$ cat src/rtl/muldiv_pkg.sv
// Shared encodings for the HI/LO multiply/divide unit: opcodes, FSM states and
// the default divide iteration count.
package muldiv_pkg;

  localparam int unsigned DIV_ITERS_DEFAULT = 32;

  localparam logic [2:0] OP_MULT  = 3'b000;
  localparam logic [2:0] OP_MULTU = 3'b001;
  localparam logic [2:0] OP_DIV   = 3'b010;
  localparam logic [2:0] OP_DIVU  = 3'b011;
  localparam logic [2:0] OP_MTHI  = 3'b100;
  localparam logic [2:0] OP_MTLO  = 3'b101;

  localparam logic [1:0] ST_IDLE = 2'd0;
  localparam logic [1:0] ST_MUL  = 2'd1;
  localparam logic [1:0] ST_DIV  = 2'd2;
  localparam logic [1:0] ST_FIX  = 2'd3;

  // Two's-complement magnitude; 0x80000000 maps to itself, which is correct
  // when the result is read as unsigned.
  function automatic logic [31:0] mag32(input logic [31:0] v);
    return v[31] ? (~v + 32'd1) : v;
  endfunction

endpackage

$ cat src/rtl/muldiv_unit_div_step.sv
// One restoring-division iteration: shift the next dividend bit into the
// partial remainder, trial-subtract the divisor, keep or restore.
module div_step (
  input  logic [31:0] rem_i,
  input  logic        dividend_bit_i,
  input  logic [31:0] divisor_i,
  output logic [31:0] rem_o,
  output logic        q_bit_o
);

  logic [32:0] shifted;
  logic [32:0] diff;

  // The shifted remainder can reach 33 bits because the divisor may be up to 2^32-1.
  assign shifted = {rem_i, dividend_bit_i};
  assign diff    = shifted - {1'b0, divisor_i};
  assign q_bit_o = ~diff[32];
  assign rem_o   = q_bit_o ? diff[31:0] : shifted[31:0];

endmodule

$ cat src/rtl/muldiv_unit.sv
// Multi-cycle MULT/MULTU/DIV/DIVU unit owning the architectural HI/LO registers;
// Busy stalls the pipeline while a multiply or divide is in flight.
module muldiv_unit
  import muldiv_pkg::*;
#(
  parameter int unsigned DIV_ITERS = DIV_ITERS_DEFAULT
) (
  input  logic        Clk,
  input  logic        Rst,
  input  logic        Start,
  input  logic [2:0]  Op,
  input  logic [31:0] OperandA,
  input  logic [31:0] OperandB,
  input  logic        Flush,
  output logic        Busy,
  output logic        Done,
  output logic        DivByZero,
  output logic [31:0] Hi,
  output logic [31:0] Lo
);

  localparam int unsigned CNT_W = $clog2(DIV_ITERS + 1);
  localparam logic [CNT_W-1:0] CNT_LAST = CNT_W'(DIV_ITERS - 1);

  logic [1:0]       state_q, state_d;
  logic [31:0]      hi_q, hi_d, lo_q, lo_d;
  logic             done_q, done_d, dbz_q, dbz_d;
  logic [CNT_W-1:0] cnt_q, cnt_d;
  // a_q: multiplicand, or dividend magnitude shifting into quotient. b_q: multiplier/divisor.
  logic [31:0]      a_q, a_d, b_q, b_d, rem_q, rem_d;
  logic             mul_signed_q, mul_signed_d;
  logic             neg_quo_q, neg_quo_d, neg_rem_q, neg_rem_d;
  logic             zero_div_q, zero_div_d;

  logic [63:0] mul_a, mul_b, product;
  logic [31:0] step_rem;
  logic        step_q_bit;
  logic        div_signed;

  assign mul_a   = {(mul_signed_q ? {32{a_q[31]}} : 32'd0), a_q};
  assign mul_b   = {(mul_signed_q ? {32{b_q[31]}} : 32'd0), b_q};
  assign product = mul_a * mul_b;

  div_step u_div_step (
    .rem_i          (rem_q),
    .dividend_bit_i (a_q[31]),
    .divisor_i      (b_q),
    .rem_o          (step_rem),
    .q_bit_o        (step_q_bit)
  );

  assign div_signed = (Op == OP_DIV);

  always_comb begin
    // NOTE: every next-state signal gets a default first so no path leaves it unassigned and infers a latch.
    state_d      = state_q;
    hi_d         = hi_q;
    lo_d         = lo_q;
    done_d       = 1'b0;
    dbz_d        = 1'b0;
    cnt_d        = cnt_q;
    a_d          = a_q;
    b_d          = b_q;
    rem_d        = rem_q;
    mul_signed_d = mul_signed_q;
    neg_quo_d    = neg_quo_q;
    neg_rem_d    = neg_rem_q;
    zero_div_d   = zero_div_q;

    if (Flush) begin
      state_d = ST_IDLE;
    end else begin
      case (state_q)
        ST_IDLE: if (Start) begin
          case (Op)
            OP_MTHI: hi_d = OperandA;
            OP_MTLO: lo_d = OperandA;
            OP_MULT, OP_MULTU: begin
              a_d          = OperandA;
              b_d          = OperandB;
              mul_signed_d = (Op == OP_MULT);
              state_d      = ST_MUL;
            end
            OP_DIV, OP_DIVU: begin
              a_d        = div_signed ? mag32(OperandA) : OperandA;
              b_d        = div_signed ? mag32(OperandB) : OperandB;
              neg_quo_d  = div_signed & (OperandA[31] ^ OperandB[31]);
              neg_rem_d  = div_signed & OperandA[31];
              rem_d      = 32'd0;
              cnt_d      = '0;
              zero_div_d = (OperandB == 32'd0);
              state_d    = (OperandB == 32'd0) ? ST_FIX : ST_DIV;
            end
            default: ;
          endcase
        end
        ST_MUL: begin
          {hi_d, lo_d} = product;
          done_d       = 1'b1;
          state_d      = ST_IDLE;
        end
        ST_DIV: begin
          rem_d = step_rem;
          a_d   = {a_q[30:0], step_q_bit};
          cnt_d = cnt_q + CNT_W'(1);
          if (cnt_q == CNT_LAST) state_d = ST_FIX;
        end
        default: begin  // ST_FIX
          if (zero_div_q) begin
            dbz_d = 1'b1;
          end else begin
            lo_d = neg_quo_q ? -a_q : a_q;
            hi_d = neg_rem_q ? -rem_q : rem_q;
          end
          done_d  = 1'b1;
          state_d = ST_IDLE;
        end
      endcase
    end
  end

  // NOTE: state registers use non-blocking assignments so every flop samples pre-edge values.
  always_ff @(posedge Clk) begin
    if (!Rst) begin
      state_q      <= ST_IDLE;
      hi_q         <= 32'd0;
      lo_q         <= 32'd0;
      done_q       <= 1'b0;
      dbz_q        <= 1'b0;
      cnt_q        <= '0;
      a_q          <= 32'd0;
      b_q          <= 32'd0;
      rem_q        <= 32'd0;
      mul_signed_q <= 1'b0;
      neg_quo_q    <= 1'b0;
      neg_rem_q    <= 1'b0;
      zero_div_q   <= 1'b0;
    end else begin
      state_q      <= state_d;
      hi_q         <= hi_d;
      lo_q         <= lo_d;
      done_q       <= done_d;
      dbz_q        <= dbz_d;
      cnt_q        <= cnt_d;
      a_q          <= a_d;
      b_q          <= b_d;
      rem_q        <= rem_d;
      mul_signed_q <= mul_signed_d;
      neg_quo_q    <= neg_quo_d;
      neg_rem_q    <= neg_rem_d;
      zero_div_q   <= zero_div_d;
    end
  end

  assign Busy      = (state_q != ST_IDLE);
  assign Done      = done_q;
  assign DivByZero = dbz_q;
  assign Hi        = hi_q;
  assign Lo        = lo_q;

endmodule

$ cat config.mk
export PLATFORM = sky130hd
export DESIGN_NAME = muldiv_unit
export DESIGN_NICKNAME = d
export VERILOG_FILES = /design/src/rtl/muldiv_pkg.sv /design/src/rtl/muldiv_unit_div_step.sv /design/src/rtl/muldiv_unit.sv
export SDC_FILE = /design/constraint.sdc
export NUM_CORES = 2
export LEC_CHECK = 0
export CORE_MARGIN = 4
export CORE_UTILIZATION = 50
export DETAILED_ROUTE_END_ITERATION = 16
export GPL_ROUTABILITY_DRIVEN = 0
export PLACE_DENSITY = 0.66
export SKIP_CTS_REPAIR_TIMING = 1
export SYNTH_ARGS = -nofsm -noshare
export SYNTH_HDL_FRONTEND = slang
export SYNTH_SLANG_ARGS = --single-unit
$ cat constraint.sdc
create_clock -name Clk -period 11.01 [get_ports Clk]
set_input_delay 2.7525 -clock Clk [delete_from_list [all_inputs] [get_ports Clk]]
set_output_delay 2.7525 -clock Clk [all_outputs]
set_load 0.1 [all_outputs]
==> flow_metrics.py <==
metrics = {
    "status": {
        "status": "finished, final reports clean",
    },
    "clock_network": {
        "cts_buffers": 17,
        "clk_pin_slew_ns": 0.09,
        "clkLatencyLatePin_ns": 0.51,
        "cts_max_path_buffers": 2,
        "cts_root_buffer": "clkbuf_16",
        "cts_max_level": 4,
        "cts_tree": "yes",
        "cts_sinks": 174,
    },
    "pwr": {
        "ir_drop_v": 0.0001159,
        "p_leak_nw": 31.45,
        "power_w": 0.002680,
        "p_per_area_nw_per_um2": 42.38,
    },
    "critical_path": {
        "startpoint_type": "flip-flop",
        "path_class": "reg2reg",
        "path_common_cell": "fa_1",
        "critPathMaxStageDelay_ns": 1.01,
        "worst_path_max_delay_cell": "dfxtp_1",
        "critical_path_arrival_ns": 10.63,
        "critPathMaxFanout": 15,
        "crit_required_ns": 11.41,
        "endpoint_kind": "flip-flop",
    },
    "timing": {
        "hold_violations": 0,
        "setup_violations": 0,
        "fin_crit_ns": 10.23,
        "rsz0062_at_grt": "false",
        "worstMarginPinSlew_ns": 1.215,
        "slew_headroom": 0.1900,
        "skew_ns": 0.02112,
        "fmax_mhz": 97.75,
        "setup_tns_ns": 0,
        "fin_crit_sh": 0.9292,
        "maxSlewViolCount": 0,
    },
    "logic_synthesis": {
        "ys_seq_area_frac": 0.05848,
        "synth_top_area_frac": 0.4772,
        "synth_ff_type": "dfxtp_1",
        "syn_avg_cell_area_um2": 8.839,
        "synth.top_cells.by_area": "fa_1, inv_1, ha_1",
        "synth_cell_type_count": 74,
        "synth_edf_count": 0,
        "netlist_area_um2": 59570,
        "synth-seq-cells": 174,
        "synthCells": 6739,
        "async_reset_ff_frac": 0,
        "synth_area_leader_cell": "fa_1",
        "synth_nets": 8579,
        "ys_warn_count": 0,
    },
    "floorplanning": {
        "die_area_um2": 124700,
        "die-height_um": 353.2,
        "row_count": 126,
        "die_x_um": 353.2,
        "start_util": 0.5038,
        "fp.coreArea_um2": 118200,
        "ios": 138,
    },
    "hold_path": {
        "min_path_type": "reg2reg",
    },
    "layout": {
        "drive_above_1_share": 0.03368,
        "area_growth_pct": 6.161,
        "n_fill_cell": 10880,
        "final_area_um2": 63240,
        "nNetsFinal": 8507,
    },
    "place": {
        "portBuffers": 137,
        "dp_hpwl_um": 161100,
        "post_dp_cell_area_um2": 62630,
    },
    "routing": {
        "routed-via-count": 46400,
        "drt-initial-drc-count": 4178,
        "firstDrtPassIters": 5,
        "wl_per_cell_um": 23.52,
        "routed_wl_um": 193400,
        "ant_nets": 0,
        "drc": 0,
        "via_per_inst": 5.644,
    },
    "grt": {
        "grt_pass1_vias": 49110,
        "gr-total-overflow": 0,
        "grt_usage": 0.3176,
        "antenna_found_initial": 11,
        "grt_pass1_wl_um": 299300,
        "grt_max_degree": 70,
    },
    "run": {
        "maxCapViolCount": 0,
    },
}
[per-stage QoR]
step                hold slack, ns  instances  utilization  setup WS, ns
finish                      0.4829       8221       0.5348        0.7799
CTS                         0.4820       8216       0.5347        0.9338
floorplan                   0.4492       6739            -         1.796
global placement            0.4648       8184       0.5297         1.225
detailed placement          0.4700       8184       0.5297        0.9626
global route                0.5154       8218       0.5348        0.3938
[critical path: cells and delay by family, from the launching register on]
kind / cells / cell delay, ns
adder cells (fa/ha/maj): 11 / 5.17
AO/OA/AOI/OAI: 8 / 2.68
buffers and inverters: 7 / 0.71
AND/OR/NAND/NOR: 3 / 0.53
flip-flops: 1 / 1.01
[power breakdown]
| part | switching [W] | internal, W | leakage [nW] | total (W) |
|---|---|---|---|---|
| Sequential | 0.0000836 | 0.000661 | 1.42 | 0.000744 |
| Combinational | 0.000872 | 0.000384 | 29.7 | 0.00126 |
| Clock | 0.000364 | 0.000316 | 0.295 | 0.000680 |
[kinds of logic (layout without fill, tap and decap cells)]
group / count (synthesis) / count (layout) / share of synthesized area
and+or+nand+nor: 1775 / 1775 / 0.1426
muxes: 36 / 36 / 0.006091
buffers and inverters: 1960 / 1901 / 0.1236
adders and majority gates: 1772 / 1772 / 0.5510
xor gates and xnor gates: 255 / 255 / 0.03749
AOI/OAI and AO/OA: 767 / 767 / 0.08072
other: 0 / 5 / 0
DFF: 174 / 174 / 0.05848
[cells in the final DEF (no fill, tap or decap), types with 7 or more instances in the layout]
cell / count
inv_1: 1592
fa_1: 1420
nand2_1: 774
and2_1: 513
ha_1: 346
nor2_1: 254
o21ai_0: 227
a21oi_1: 206
xnor2_1: 171
dfxtp_1: 162
clkdlybuf4s50_1: 136
buf_4: 135
xor2_1: 84
a21o_1: 54
a211oi_1: 51
nor3_1: 41
nand3_1: 38
mux2i_1: 34
a221oi_1: 32
o31ai_1: 31
and3_1: 28
nand4_1: 26
a31oi_1: 23
o211ai_1: 20
o41ai_1: 17
or3_1: 17
clkbuf_16: 17
o21bai_1: 15
nand2b_1: 14
a22oi_1: 14
nor4_1: 12
dfxtp_2: 12
o21a_1: 10
nor2b_1: 10
or4_1: 10
or2_2: 8
a31o_2: 7
a311oi_1: 7
[routing by layer]
layer	vias up	track usage	part of all wire	wire [µm]
li1	19970	-	-	-
met3	444	0.1014	0.12	22530
met2	2295	0.4815	0.44	84920
met5	-	0	0.00029	57
met4	10	0.1276	0.049	9457
met1	23680	0.4245	0.40	76420
[state kept, by name, summed over array words and instances (netlist names), 2 cells and up]
register  cells
rem_q        32
cnt_q         6
Lo           32
b_q          32
state_q       2
a_q          32
Hi           32
[path summary, 6_finish.rpt]
| check | start | end | slack [ns] | depth (start not counted) |
|---|---|---|---|---|
| worst max-delay path | b_q[8] | Hi[31] | 0.78 | 29 |
| worst max register to register | b_q[8] | Hi[31] | 0.78 | 29 |
| worst min-delay path | cnt_q[1] | cnt_q[1] | 0.48 | 2 |
| worst min register to register | cnt_q[1] | cnt_q[1] | 0.48 | 2 |
[area by class of cell]
cell class                      instances  area [µm²]  share of cell area
Antenna cell                            5       12.51           0.0001979
Multi-Input combinational cell       4605       48770              0.7712
Clock inverter                         13       142.6            0.002256
Inverter                             1593        5981             0.09457
Sequential cell                       174        3498             0.05532
Clock buffer                           19       452.9            0.007162
Timing Repair Buffer                  276        2460             0.03890
Tap cell                             1536        1922             0.03039
[Yosys cell counts (15+ instances only)]
library cell  instances
o41ai_1              17
a211oi_1             51
o211ai_1             20
nor3_1               42
nand4_1              26
buf_1                38
nor2_1              256
a31oi_1              23
and2_1              514
a221oi_1             32
and3_1               28
o21ai_0             227
nand2_1             775
dfxtp_1             174
clkbuf_1            324
or3_1                17
xor2_1               84
a21oi_1             207
mux2i_1              34
a21o_1               54
ha_1                349
o31ai_1              31
o21bai_1             15
inv_1              1593
fa_1               1420
nand3_1              39
xnor2_1             171
Power figures use the tool's default switching activity.
